### src/rtl/cdc_pkg.sv
// Shared constants for the single-bit event CDC blocks (receiver and senders).
package cdc_pkg;

   // Encoding of the source-side signalling style.
   localparam int MODE_LEVEL  = 0;
   localparam int MODE_TOGGLE = 1;

   // Default synchronizer depth for req/ack lines.
   localparam int SYNC_STAGES_DEFAULT = 2;

   // Width of pending-event counters, shared with the sender side.
   localparam int PEND_W = 4;

endpackage : cdc_pkg

### src/rtl/cdc_sync_bit.sv
// Multi-flop synchronizer for one asynchronous bit, async active-low reset.
// Only stage 0 samples the asynchronous input.
module cdc_sync_bit #(
   parameter int STAGES = 2
) (
   input  logic clk,
   input  logic rst_n,
   input  logic d_async,
   output logic q
);

   logic [STAGES-1:0] sync_q;

   // Shift the async bit through the chain; the last stage is the clean copy.
   always_ff @(posedge clk or negedge rst_n) begin
      if (!rst_n) begin
         sync_q <= '0;
      end else begin
         sync_q <= {sync_q[STAGES-2:0], d_async};
      end
   end

   assign q = sync_q[STAGES-1];

endmodule : cdc_sync_bit

### src/rtl/cdc_pulse_rx.sv
// Destination-side receiver for single-bit events crossing clock domains.
// Synchronizes req_async, detects events (rising edge or toggle), queues them
// as a pending count offered on a valid/ready stream, counts accepted events
// and flags events dropped while the queue is full.
//
// Handshake: an event is transferred on every clk edge where evt_vld and
// evt_rdy are both high; evt_vld only depends on registered state.
module cdc_pulse_rx
   import cdc_pkg::*;
#(
   parameter int SYNC_STAGES = SYNC_STAGES_DEFAULT,
   parameter int MODE        = MODE_LEVEL,
   parameter int MAX_PEND    = 4,
   parameter int CNT_W       = 8
) (
   input  logic              clk,
   input  logic              rst_n,
   input  logic              req_async,
   output logic              ack,
   output logic              evt_vld,
   input  logic              evt_rdy,
   output logic [PEND_W-1:0] pend_cnt,
   output logic [CNT_W-1:0]  evt_cnt,
   output logic              ovf,
   input  logic              ovf_clr
);

   localparam logic [PEND_W-1:0] MAX_PEND_L = PEND_W'(MAX_PEND);

   logic              s;
   logic              s_d_q;
   logic              edge_det;
   logic              pop;
   logic              full;
   logic [PEND_W-1:0] pend_q, pend_d;
   logic [CNT_W-1:0]  cnt_q, cnt_d;
   logic              ovf_q, ovf_d;

   cdc_sync_bit #(
      .STAGES (SYNC_STAGES)
   ) u_sync (
      .clk     (clk),
      .rst_n   (rst_n),
      .d_async (req_async),
      .q       (s)
   );

   // Edge history of the synchronized line.
   always_ff @(posedge clk or negedge rst_n) begin
      if (!rst_n) begin
         s_d_q <= 1'b0;
      end else begin
         s_d_q <= s;
      end
   end

   // Toggle sources signal on both edges; level sources on the rising edge only.
   generate
      if (MODE == MODE_TOGGLE) begin : g_toggle
         assign edge_det = s ^ s_d_q;
      end else begin : g_level
         assign edge_det = s & ~s_d_q;
      end
   endgenerate

   assign evt_vld = (pend_q != '0);
   assign pop     = evt_vld & evt_rdy;
   assign full    = (pend_q >= MAX_PEND_L);

   // Next-state for the pending count, event counter and sticky overflow.
   // A simultaneous pop frees a slot, so an edge at full is still accepted.
   always_comb begin
      pend_d = pend_q;
      cnt_d  = cnt_q;
      ovf_d  = ovf_clr ? 1'b0 : ovf_q;
      if (edge_det && !pop) begin
         if (!full) begin
            pend_d = pend_q + 1'b1;
            cnt_d  = cnt_q + 1'b1;
         end else begin
            ovf_d  = 1'b1;
         end
      end else if (edge_det && pop) begin
         cnt_d = cnt_q + 1'b1;
      end else if (pop) begin
         pend_d = pend_q - 1'b1;
      end
   end

   // Queue, counter and overflow registers.
   always_ff @(posedge clk or negedge rst_n) begin
      if (!rst_n) begin
         pend_q <= '0;
         cnt_q  <= '0;
         ovf_q  <= 1'b0;
      end else begin
         pend_q <= pend_d;
         cnt_q  <= cnt_d;
         ovf_q  <= ovf_d;
      end
   end

   assign ack      = s;
   assign pend_cnt = pend_q;
   assign evt_cnt  = cnt_q;
   assign ovf      = ovf_q;

endmodule : cdc_pulse_rx

### config.mk
export PLATFORM = sky130hd
export DESIGN_NAME = cdc_pulse_rx
export DESIGN_NICKNAME = d
export VERILOG_FILES = /design/src/rtl/cdc_pkg.sv /design/src/rtl/cdc_sync_bit.sv /design/src/rtl/cdc_pulse_rx.sv
export SDC_FILE = /design/constraint.sdc
export NUM_CORES = 1
export LEC_CHECK = 0
export BUFFER_PORTS_ARGS = -buffer_cell sky130_fd_sc_hd__buf_2
export CAP_MARGIN = 10
export CORE_MARGIN = 1
export CORE_UTILIZATION = 50
export DETAILED_ROUTE_END_ITERATION = 8
export PLACE_DENSITY_LB_ADDON = 0.3
export SKIP_CTS_REPAIR_TIMING = 1
export SYNTH_ARGS = -nofsm -noshare
export SYNTH_HDL_FRONTEND = slang
export SYNTH_SLANG_ARGS = --single-unit
### constraint.sdc
create_clock -name clk -period 2.3 [get_ports clk]
set_input_delay 0.115 -clock clk [delete_from_list [all_inputs] [get_ports clk]]
set_output_delay 0.115 -clock clk [all_outputs]
set_load 0.05 [all_outputs]
# Word-level counts from Yosys, hierarchy flattened
# Cells that the tools add are included.
# word_totals
reg_bits	16
in_bits	5
output_inout_bits	15
elab_cells	32
# classes
add_sub_neg	3
order_cmp	1
eq_ne	2
n_mux	10
bitwise_logic	3
n_reduce_logical	8
# ops
cell	count
two-way mux 8 bit	3
two-way mux 4 bit	4
adder 8 x 1 -> 8 bit (second input constant)	1
adder 4 x 1 -> 4 bit (second input constant)	1
>= comparator 4 x 3 -> 1 bit (second input constant)	1
!= test 2 bit (second input constant)	2
nonzero test 2 bit	2
nonzero test 4 bit	1
subtractor 4 x 1 -> 4 bit (second input constant)	1
two-way mux 1 bit	3
AND reduction 3 bit	1
AND 1 bit	2
logical AND 1 bit	2
AND reduction 2 bit	1
zero test 1 bit	1
inverter 1 bit	1

# Longest topological paths before layout
# logic_depth
ltp_word	6
depth_mapped	9
depth_no_buf	8

# By module
# A second synthesis with hierarchy kept.
# hier_totals
hier_cells	70
hier_area_um2	804.5
# modules_own_cells
mod	instances	cells_per_inst	area_per_inst_um2	seq_area_each_um2
cdc_pulse_rx	1	68	754.5	350.3
cdc_sync_bit	1	2	50.0	50.0

# Worst setup path before layout
# Ideal clock, no wire load.
# synth_path
path_type	flip-flop to flip-flop
from	register pend_q[1], in the netlist pend_cnt[1]
to	register pend_q[3], in the netlist pend_cnt[3]
setup_ps	156
arrival_time_ps	2156
slack_ps	-12
stages_incl_launch_ff	8
cell_sequence	dfrtp_1 -> o41ai_4 -> nand2_1 -> ha_1 -> o21ai_0 -> nor4b_1 -> a311oi_1 -> a21oi_1
# synth_via
elab_chain_len	6
word_cells_on_any_way	16
# synth_rtl
element	line	text
from (decl)	cdc_pulse_rx.sv:35	logic [PEND_W-1:0] pend_q, pend_d;
from (signal assigned)	cdc_pulse_rx.sv:97	pend_q <= pend_d;
branches (longest 6 deep; another with subtractor 4 x 1 -> 4 bit)	-	
# Several ways; the timed one is not identified. The select of a mux whose other input is x is not followed.
# A chain may end at the register's enable or synchronous reset.

# Final worst setup path
# Ends and elaborated chain as after synthesis.

==> results.py <==
metrics = {
    "synthesis": {
        "synth_cell_type_count": 33,
        "ys_seq_elements": 16,
        "synth_warnings": 0,
        "syn_nets": 81,
        "syn_inst": 73,
        "synth_area_per_cell_um2": 11.35,
        "netlist_area_um2": 828.3,
        "synth_seq_area_share": 0.4834,
    },
    "global_routing": {
        "grt_max_degree": 17,
        "antenna_found_initial": 0,
        "grt_first_pass_wirelength_mm": 2.808,
        "overflow": 0,
        "grt_pass1_vias": 638,
        "track_usage": 0.2077,
    },
    "routing": {
        "drt_iter0_markers": 13,
        "drcViolationCount": 0,
        "vias": 654,
        "ant_nets": 0,
        "wirelength_mm": 1.665,
        "viasPerCell": 5.590,
        "firstDrtPassIters": 4,
        "wl_per_cell_um": 14.23,
    },
    "clock_tree": {
        "cts.reportedPaths.clkPinSlew_ps": 90,
        "ctsHtreeMaxLevel": 1,
        "tritoncts": "yes",
        "cts-buffers-inserted": 3,
        "cts_root_buffer": "clkbuf_4",
        "cts.sinks": 16,
        "clockBufferDepth": 2,
        "clk_latency_ps": 290,
    },
    "sta": {
        "fmax_ghz": 0.4833,
        "hold_slack_ps": 5.366,
        "slew_headroom": 0.7352,
        "fin_crit_ps": 2069,
        "finClkSkew_ps": 5.303,
        "period_share": 0.8996,
        "rsz0062_at_grt": "no",
        "finalSetupViolCount": 0,
        "setup-tns-final_ps": 0,
        "worst_pin_slew_ps": 396.4,
        "fin_ws_ps": 231.0,
        "hold_viol": 0,
        "finalMaxSlewViolations": 0,
    },
    "cells_and_area": {
        "final_nets": 110,
        "final_util": 0.6716,
        "drive_gt1_frac": 0.3465,
        "postLayoutCellArea_mm2": 0.001023,
        "fill_cells": 127,
        "syn_to_final_growth_pct": 23.56,
        "stdcell_count": 117,
        "num_antenna_cells": 0,
    },
    "floorplan": {
        "start_util": 0.5435,
        "fp.dieW_um": 42.70,
        "dieArea_mm2": 0.001823,
        "io_pins": 20,
        "fp.dieH_um": 42.70,
        "fp.coreArea_mm2": 0.001524,
        "rows": 14,
    },
    "setup_path": {
        "rrSetupSlack_ps": 230,
        "critPathLaunchType": "flip-flop",
        "crit_required_ps": 2470,
        "r2r_cells": 7,
        "critPathMaxFanout": 9,
        "reg2reg_from": "pend_cnt[1]",
        "rr_endpoint": "pend_cnt[3]",
        "endpoint_kind": "flip-flop",
        "path_class": "flip-flop to flip-flop",
        "crit_arrival_ps": 2240,
    },
    "place": {
        "dp_cells": 111,
        "port_buffers": 19,
        "preCtsSetupSlack_ps": 225.5,
        "place.gp.congestion": 0.9094,
        "dpl_cell_area_um2": 970.9,
        "dp_hpwl_mm": 1.215,
    },
    "worst_hold_path": {
        "min_from": "ovf_clr",
        "worstHoldPathCells": 2,
        "hold_end": "ovf",
        "hold_path.class": "input pin to flip-flop",
    },
    "power": {
        "p_total_mw": 1.394,
        "powerDensity_mw_per_mm2": 1362,
        "power_leakage_nw": 0.4775,
        "max-vdd-ir-drop_v": 0.0008951,
    },
    "status": {
        "outcome": "complete, no violations",
    },
    "run": {
        "max-cap-violations": 0,
    },
}
-- placed cells by master, fill, tap and decap left out, drive strengths merged, types with 2 or more instances in the layout --
| cell type | instances |
|---|---|
| a21oi | 3 |
| buf | 23 |
| clkbuf | 4 |
| dfrtp | 16 |
| dlygate4sd3 | 2 |
| ha | 3 |
| inv | 3 |
| nand2 | 6 |
| nand4 | 4 |
| nor2 | 2 |
| o21ai | 4 |
| o21bai | 2 |
| xnor2 | 6 |
| xor2 | 3 |
-- cell type report --
class	count	area, µm²	share of cell area
clock buffers	4	26.28	0.02567
inverters	3	11.26	0.01100
multi-input cells	53	417.9	0.4083
flip-flops and latches	16	402.9	0.3936
well taps	16	20.02	0.01956
repair buffers	25	145.1	0.1418
-- how the worst max path moves through the flow --
stage / slack [ps] / to / cells past startpoint / from
6_report: 230 / pend_cnt[3] / 7 / pend_cnt[1]
5_1_grt: 50 / pend_cnt[3] / 7 / pend_cnt[1]
4_1_cts: 180 / pend_cnt[3] / 7 / pend_cnt[1]
3_5_place_dp: 230 / pend_cnt[3] / 7 / pend_cnt[1]
3_3_place_gp: 310 / pend_cnt[3] / 7 / pend_cnt[1]
2_1_floorplan: 60 / pend_cnt[3] / 7 / pend_cnt[3]
-- worst max-delay path: stages, from the launching register on --
cell and delay (ps):
dfrtp_2 480, o41ai_4 380, nand2_1 140, ha_1 340, o21ai_0 120, nor4b_2 190
a311oi_1 230, a21oi_1 70
-- sequential cells by signal (all words and copies together) (netlist names) --
signal / flops
evt_cnt: 8
u_sync.sync_q: 2
s_d_q: 1
ovf: 1
pend_cnt: 4
-- cell usage after synthesis, drive strengths merged --
master  number  share of area
a21oi        3          0.018
o21ai        4          0.024
ha           3          0.045
nor3         1         0.0060
mux2         1          0.014
dfrtp       16           0.48
and4         1          0.011
or2b         1          0.011
nor4b        1          0.011
buf          1         0.0060
nand2        6          0.027
nor2         2         0.0091
and2         1         0.0076
a22o         1          0.011
a311oi       1          0.011
a31oi        1         0.0076
or4          1          0.014
o41ai        1          0.033
mux2i        1          0.012
o221ai       1          0.011
o21bai       2          0.018
nand3        1          0.012
and3         1         0.0076
or4b         1          0.017
nand4        4          0.030
xnor2        6          0.063
nor3b        1         0.0091
xor2         3          0.032
o22ai        1         0.0076
nor2b        1         0.0076
inv          3          0.014
a311o        1          0.012
-- power breakdown --
part	leakage (nW)	total, mW	switching [mW]	internal, mW
Clock	0.0150	0.151	0.0831	0.0675
Combinational	0.265	0.758	0.509	0.249
Sequential	0.197	0.485	0.121	0.364
Total	0.477	1.39	0.714	0.680
-- metal layers --
| metal | track usage | vias to the layer above | wire length [µm] |
|---|---|---|---|
| met5 | 0 | - | 0 |
| met4 | 0.05625 | 0 | 13 |
| met1 | 0.2549 | 310 | 753 |
| li1 | - | 327 | - |
| met3 | 0.07660 | 2 | 66 |
| met2 | 0.3424 | 15 | 831 |
-- cell families (layout without fill, tap and decap cells) --
kind of cell / count (synthesis) / in the layout / share of synthesized area
compound gates: 16 / 16 / 0.1526
fa+ha+maj: 3 / 3 / 0.04532
buf+inv: 4 / 32 / 0.01963
xor+xnor: 9 / 9 / 0.09517
simple gates: 23 / 23 / 0.1783
mux: 2 / 2 / 0.02568
flops: 16 / 16 / 0.4834
No activity file was read; power rests on OpenSTA's default activity.
